$ cat config.mk
export PLATFORM = sky130hd
export DESIGN_NAME = l2_bank_arbiter_flat
export DESIGN_NICKNAME = d
export VERILOG_FILES = /design/src/rtl/l2_bank_arbiter_if.sv /design/src/rtl/l2_bank_arbiter.sv /design/src/flat_wrapper.sv
export SDC_FILE = /design/constraint.sdc
export NUM_CORES = 1
export LEC_CHECK = 0
export CORE_AREA = 10 10 293 295
export CTS_CLUSTER_SIZE = 14
export DETAILED_ROUTE_END_ITERATION = 7
export DIE_AREA = 0 0 303 305
export PLACE_DENSITY = 0.3
export SLEW_MARGIN = 0
export SYNTH_ARGS = -nofsm -noshare
export SYNTH_HDL_FRONTEND = slang
export SYNTH_SLANG_ARGS = --single-unit
$ cat constraint.sdc
create_clock -name clk_i -period 4 [get_ports clk_i]
set_clock_uncertainty 0.05 [all_clocks]
set_input_delay 0.6 -clock clk_i [delete_from_list [all_inputs] [get_ports clk_i]]
set_output_delay 0.6 -clock clk_i [all_outputs]
set_load 0.01 [all_outputs]
$ cat src/rtl/l2_bank_arbiter_if.sv
// Requester-side and bank-side signal bundle for one L2 bank arbiter.
// The slave modport is the arbiter's view; master is the requesters/SRAM view.
interface l2_bank_arbiter_if #(
  parameter int NumReq        = 4,
  parameter int AddrWidth     = 32,
  parameter int DataWidth     = 64,
  parameter int BankAddrWidth = 16
);
  logic [NumReq-1:0]                    req_valid_i;
  logic [NumReq-1:0]                    req_ready_o;
  logic [NumReq-1:0][AddrWidth-1:0]     req_addr_i;
  logic [NumReq-1:0]                    req_we_i;
  logic [NumReq-1:0][DataWidth-1:0]     req_wdata_i;
  logic [NumReq-1:0][DataWidth/8-1:0]   req_be_i;
  logic [NumReq-1:0]                    rsp_valid_o;
  logic [DataWidth-1:0]                 rsp_rdata_o;
  logic                                 bank_req_o;
  logic                                 bank_we_o;
  logic [BankAddrWidth-1:0]             bank_addr_o;
  logic [DataWidth-1:0]                 bank_wdata_o;
  logic [DataWidth/8-1:0]               bank_be_o;
  logic [DataWidth-1:0]                 bank_rdata_i;
  logic [NumReq-1:0][31:0]              perf_stall_o;

  modport slave (
    input  req_valid_i, req_addr_i, req_we_i, req_wdata_i, req_be_i, bank_rdata_i,
    output req_ready_o, rsp_valid_o, rsp_rdata_o, bank_req_o, bank_we_o,
           bank_addr_o, bank_wdata_o, bank_be_o, perf_stall_o
  );

  modport master (
    output req_valid_i, req_addr_i, req_we_i, req_wdata_i, req_be_i, bank_rdata_i,
    input  req_ready_o, rsp_valid_o, rsp_rdata_o, bank_req_o, bank_we_o,
           bank_addr_o, bank_wdata_o, bank_be_o, perf_stall_o
  );
endinterface

$ cat src/rtl/l2_bank_arbiter.sv
// Round-robin arbiter for one L2 SRAM bank: combinational grant, response RspLatency cycles later,
// no response backpressure. Define L2_BANK_ARB_PERF_EN for saturating per-requester stall counters.
module l2_bank_arbiter #(
  parameter int NumReq        = 4,
  parameter int AddrWidth     = 32,
  parameter int DataWidth     = 64,
  parameter int BankAddrWidth = 16,
  parameter int RspLatency    = 1
) (
  input logic               clk_i,
  input logic               rst_ni,
  l2_bank_arbiter_if.slave  bus
);
  localparam int PtrW = (NumReq > 1) ? $clog2(NumReq) : 1;
  localparam int OffW = $clog2(DataWidth / 8);

  logic [PtrW-1:0]                    rr_ptr_q, rr_ptr_d;
  logic [PtrW-1:0]                    winner;
  logic                               grant_vld;
  logic [NumReq-1:0]                  grant_oh;
  logic [RspLatency-1:0][NumReq-1:0]  rsp_pipe_q, rsp_pipe_d;
  logic                               unused_addr_bits;

  assign unused_addr_bits = ^bus.req_addr_i;

  // Search upward from the pointer with explicit wrap so non-power-of-two NumReq works.
  always_comb begin
    int idx;
    idx       = 0;
    winner    = '0;
    grant_vld = 1'b0;
    for (int k = 0; k < NumReq; k++) begin
      idx = int'(rr_ptr_q) + k;
      if (idx >= NumReq) idx = idx - NumReq;
      if (!grant_vld && bus.req_valid_i[idx]) begin
        grant_vld = 1'b1;
        winner    = PtrW'(idx);
      end
    end
  end

  always_comb begin
    grant_oh = '0;
    if (grant_vld) grant_oh[winner] = 1'b1;
  end

  assign bus.req_ready_o = grant_oh;

  always_comb begin
    bus.bank_req_o   = grant_vld;
    bus.bank_we_o    = 1'b0;
    bus.bank_addr_o  = '0;
    bus.bank_wdata_o = '0;
    bus.bank_be_o    = '0;
    if (grant_vld) begin
      bus.bank_we_o    = bus.req_we_i[winner];
      bus.bank_addr_o  = bus.req_addr_i[winner][BankAddrWidth+OffW-1:OffW];
      bus.bank_wdata_o = bus.req_wdata_i[winner];
      bus.bank_be_o    = bus.req_be_i[winner];
    end
  end

  always_comb begin
    rr_ptr_d = rr_ptr_q;
    if (grant_vld) begin
      if (winner == PtrW'(NumReq - 1)) rr_ptr_d = '0;
      else                             rr_ptr_d = winner + PtrW'(1);
    end
  end

  always_comb begin
    rsp_pipe_d    = '0;
    rsp_pipe_d[0] = grant_oh;
    for (int s = 1; s < RspLatency; s++) rsp_pipe_d[s] = rsp_pipe_q[s-1];
  end

  always_ff @(posedge clk_i or negedge rst_ni) begin
    if (!rst_ni) begin
      rr_ptr_q   <= '0;
      rsp_pipe_q <= '0;
    end else begin
      rr_ptr_q   <= rr_ptr_d;
      rsp_pipe_q <= rsp_pipe_d;
    end
  end

  assign bus.rsp_valid_o = rsp_pipe_q[RspLatency-1];
  assign bus.rsp_rdata_o = bus.bank_rdata_i;

`ifdef L2_BANK_ARB_PERF_EN
  logic [NumReq-1:0][31:0] perf_q, perf_d;

  always_comb begin
    perf_d = perf_q;
    for (int i = 0; i < NumReq; i++) begin
      if (bus.req_valid_i[i] && !grant_oh[i] && (perf_q[i] != 32'hFFFF_FFFF))
        perf_d[i] = perf_q[i] + 32'd1;
    end
  end

  always_ff @(posedge clk_i or negedge rst_ni) begin
    if (!rst_ni) perf_q <= '0;
    else         perf_q <= perf_d;
  end

  assign bus.perf_stall_o = perf_q;
`else
  assign bus.perf_stall_o = '0;
`endif
endmodule

$ cat src/flat_wrapper.sv
// flat-port wrapper written by rule: the top's interface ports become plain ports
module l2_bank_arbiter_flat 
#(
  parameter int NumReq        = 4,
  parameter int AddrWidth     = 32,
  parameter int DataWidth     = 64,
  parameter int BankAddrWidth = 16,
  parameter int RspLatency    = 1
)
  (clk_i, rst_ni, bus_req_valid_i, bus_req_addr_i, bus_req_we_i, bus_req_wdata_i, bus_req_be_i, bus_bank_rdata_i, bus_req_ready_o, bus_rsp_valid_o, bus_rsp_rdata_o, bus_bank_req_o, bus_bank_we_o, bus_bank_addr_o, bus_bank_wdata_o, bus_bank_be_o, bus_perf_stall_o);
  l2_bank_arbiter_if #(.NumReq(NumReq), .AddrWidth(AddrWidth), .DataWidth(DataWidth), .BankAddrWidth(BankAddrWidth)) bus_i ();
  input logic clk_i;
  input logic rst_ni;
  input wire logic [$bits(bus_i.req_valid_i)-1:0] bus_req_valid_i;
  input wire logic [$bits(bus_i.req_addr_i)-1:0] bus_req_addr_i;
  input wire logic [$bits(bus_i.req_we_i)-1:0] bus_req_we_i;
  input wire logic [$bits(bus_i.req_wdata_i)-1:0] bus_req_wdata_i;
  input wire logic [$bits(bus_i.req_be_i)-1:0] bus_req_be_i;
  input wire logic [$bits(bus_i.bank_rdata_i)-1:0] bus_bank_rdata_i;
  output wire logic [$bits(bus_i.req_ready_o)-1:0] bus_req_ready_o;
  output wire logic [$bits(bus_i.rsp_valid_o)-1:0] bus_rsp_valid_o;
  output wire logic [$bits(bus_i.rsp_rdata_o)-1:0] bus_rsp_rdata_o;
  output wire logic [$bits(bus_i.bank_req_o)-1:0] bus_bank_req_o;
  output wire logic [$bits(bus_i.bank_we_o)-1:0] bus_bank_we_o;
  output wire logic [$bits(bus_i.bank_addr_o)-1:0] bus_bank_addr_o;
  output wire logic [$bits(bus_i.bank_wdata_o)-1:0] bus_bank_wdata_o;
  output wire logic [$bits(bus_i.bank_be_o)-1:0] bus_bank_be_o;
  output wire logic [$bits(bus_i.perf_stall_o)-1:0] bus_perf_stall_o;
  assign bus_i.req_valid_i = bus_req_valid_i;
  assign bus_i.req_addr_i = bus_req_addr_i;
  assign bus_i.req_we_i = bus_req_we_i;
  assign bus_i.req_wdata_i = bus_req_wdata_i;
  assign bus_i.req_be_i = bus_req_be_i;
  assign bus_i.bank_rdata_i = bus_bank_rdata_i;
  assign bus_req_ready_o = bus_i.req_ready_o;
  assign bus_rsp_valid_o = bus_i.rsp_valid_o;
  assign bus_rsp_rdata_o = bus_i.rsp_rdata_o;
  assign bus_bank_req_o = bus_i.bank_req_o;
  assign bus_bank_we_o = bus_i.bank_we_o;
  assign bus_bank_addr_o = bus_i.bank_addr_o;
  assign bus_bank_wdata_o = bus_i.bank_wdata_o;
  assign bus_bank_be_o = bus_i.bank_be_o;
  assign bus_perf_stall_o = bus_i.perf_stall_o;
  l2_bank_arbiter #(.NumReq(NumReq), .AddrWidth(AddrWidth), .DataWidth(DataWidth), .BankAddrWidth(BankAddrWidth), .RspLatency(RspLatency)) u_core (.clk_i(clk_i), .rst_ni(rst_ni), .bus(bus_i));
endmodule
==> metrics <==
status completed; top area cells in the synthesized netlist mux2i_1, buf_4, o22ai_1, buf_12, bufbuf_8; yosys warns 0; multiplexer share of the synthesized area 38.91%; hpwl dp 27550 um; Max stage delay on crit path about 660 ps; top-area cell type share of the netlist area ~39%; Syn Std Cell Area 4608 sq um; LEAKAGE 0.003867 uW; endpoints failing hold 0; Gate power share between 90 and 100%; RSZ-0062 raised after global routing false; post-CTS sizing 0; Post-Syn Area per Cell 8.565 sq um; Clk Latency, worst-skew pair 220 ps; initial DRC count 102; drt pass-1 iters 4; count leader, synth buf_4; Clock Power Share 4.1%; Slew Limit Fails 0; max-cap viol count 0; CP bufs+invs 4; Root Buffer clkbuf_16; Global Route Usage Sum approximately 6%; final net count 1427; setup_tns 0 ps; Crit Path Max Fanout 17; Setup crit start kind input pin; vias per inst around 2.6; largest net degree at the start of global routing 36; Post-synth EDFFs 0; drt drc 0; area share of xor/xnor cells in the synthesized design 0%; Netlist cell types 30; # placed instances 1987; # H-tree levels 1; Layout Area Growth over Synthesis 108.5%; Pwr Total 3913 uW; Sw Share 44.76%; grt ovf 0; largest family of logic cells by synthesized area buffers and inverters; Worst Hold Class reg -> reg; Most common cell on crit path clkdlybuf4s50_1; kind of critical path in -> out; Main synth FF type dfrtp_1; Top Family by Delay on Critical Path buffers and inverters; crit path time final 3812 ps; die area 92420 sq um; Synth Area in Compound Gates 13.25%; CTS tree built; Fmax achieved 262.4 MHz; Seq/Total Area, Yosys 3.258%; vias in the first global route 5938; post-synthesis simple-gate area fraction 2.009%; Sequential Power Share 2.8%; final non-filler cell total 1995; final setup violation count 0; postcts setup bufs 0; gp weighted congestion 0.7072; proportion of layout cells with a drive suffix above 1 a little under 5%; Post-CTS Hold Buffers 0; drt total wl ~31000 um; initial antenna violation count 1; average wire per standard cell 15.74 um; vias 5106; synth cell count leaders buf_4, mux2i_1, o22ai_1, clkbuf_1, buf_12; Die X 303 um; sequence of cells on the critical path clkdlybuf4s50_1, nor2b_2, o21ai_1, o211ai_4, buf_12, buf_4, mux2i_1, o22ai_1, clkdlybuf4s50_1; Core ar. 79900 sq um; first-pass GRT wire length 41770 um; starting density of the core 5.768%; CTS clk-pin slew, worst paths roughly 30 ps; critical path arrival approximately 3200 ps; Yosys top cell by area mux2i_1; VDD IR max between 0.15 and 0.2 mV; CP endpoint kind output port; hold_ws between 500 and 600 ps; post-route clock period utilization 95.29%; row count 104; num ports 780; fill count ~9300; maximum root-to-sink buffer count 2; ys async rst share 100.0%; Slowest-stage cell, CP clkdlybuf4s50_1; antenna-violating nets left 0; clock sink count 6; Cell Int Power between 2000 and 2500 uW; I/O Buffers 459; #FFs+latches synth 6; chip height 305 um; synthesized-area fraction occupied by adder cells under 10%; Pwr Density 407.3 nW/um^2; cell count after synthesis 538; total CTS buffers 3; Sw Pwr 1752 uW; WP data required 3350 ps
final cells by class:
| class | count | area (sq um) | share of cell area [%] |
|---|---|---|---|
| sequential | 6 | 150.1 | 1.562 |
| multi-input combinational | 424 | 3054 | 31.78 |
| tap | 1060 | 1326 | 13.80 |
| antenna | 4 | 10.01 | 0.1042 |
| clock buffer | 3 | 75.07 | 0.7812 |
| timing repair buffer | 495 | 4982 | 51.85 |
| inverter | 3 | 11.26 | 0.1172 |
power by group through the flow:
stage                     sequential, uW  combinational, uW  clock, uW
after floorplan                      110               2100          0
after global placement               111               3720          0
after detailed placement             112               3670          0
after CTS                            111               3690        162
after global routing                 115               3920        167
final                                111               3640        160
placed cells by master (no fill, tap or decap), types with 2 or more instances in the layout:
cell             Yosys  layout
diode_2              0       4
ha_1                 4       4
clkbuf_16            0       4
nor2b_2              2       2
and2_1               4       4
dfrtp_1              6       6
buf_12              10       8
buf_4              192      27
conb_1               1     128
o21ai_1              2       2
clkdlybuf4s50_1      0     459
inv_1                2       2
o22ai_1             90      89
nor2b_1              2       2
nor2_1               3       3
mux2i_1            178     178
nand2_1              2       2
per-stage QoR:
stage / util [%] / area, sq um / setup WS (ps)
after global routing: 12.01 / 9599 / 21.08
after floorplan: - / 5085 / 1566
final: 12.03 / 9609 / 188.5
after detailed placement: 11.89 / 9499 / 60.78
after CTS: 11.98 / 9574 / 49.96
after global placement: 11.89 / 9499 / 39.73
tightest hold or removal path, cell delays in order, from the launching register on:
cell and delay [ps]:
dfrtp_1 420, nor2_1 70, nor2_1 90
metal layers:
layer / up-vias / global-route usage (%) / share of wire [%]
li1: 2419 / - / -
met1: 2241 / 5.636 / 34
met2: 410 / 11.85 / 52
met3: 36 / 2.545 / 12
met4: 0 / 1.192 / 1.8
met5: - / 0 / 0
final timing paths:
| path | start | endpoint | slack, ps | cells after the start |
|---|---|---|---|---|
| setup / recovery | bus_req_valid_i[3] | bus_bank_wdata_o[10] | 190 | 9 |
| hold reg to reg | u_core.rr_ptr_q[0]$_DFFE_PN0N_ | u_core.rr_ptr_q[0]$_DFFE_PN0N_ | 570 | 2 |
| min in group asynchronous | rst_ni | u_core.bus.rsp_valid_o[2]$_DFF_PN0_ | 580 | 1 |
| hold / removal | u_core.rr_ptr_q[0]$_DFFE_PN0N_ | u_core.rr_ptr_q[0]$_DFFE_PN0N_ | 570 | 2 |
| max in group asynchronous | rst_ni | u_core.rr_ptr_q[0]$_DFFE_PN0N_ | 3100 | 1 |
| setup reg to reg | u_core.rr_ptr_q[1]$_DFFE_PN0N_ | u_core.rr_ptr_q[1]$_DFFE_PN0N_ | 1800 | 8 |
registers in the layout, indices dropped and copies added (netlist names):
register / cells
u_core.rr_ptr_q: 2
u_core.bus.rsp_valid_o: 4
kinds of logic (layout without fill, tap and decap cells):
kind of cell / after synthesis / after routing
AND/OR/NAND/NOR: 16 / 16
adder cells (fa/ha/maj): 4 / 4
AO/OA/AOI/OAI: 97 / 97
flip-flops: 6 / 6
multiplexers: 179 / 179
buffers and inverters: 235 / 501
other: 1 / 132
Power figures use the tool's default switching activity.
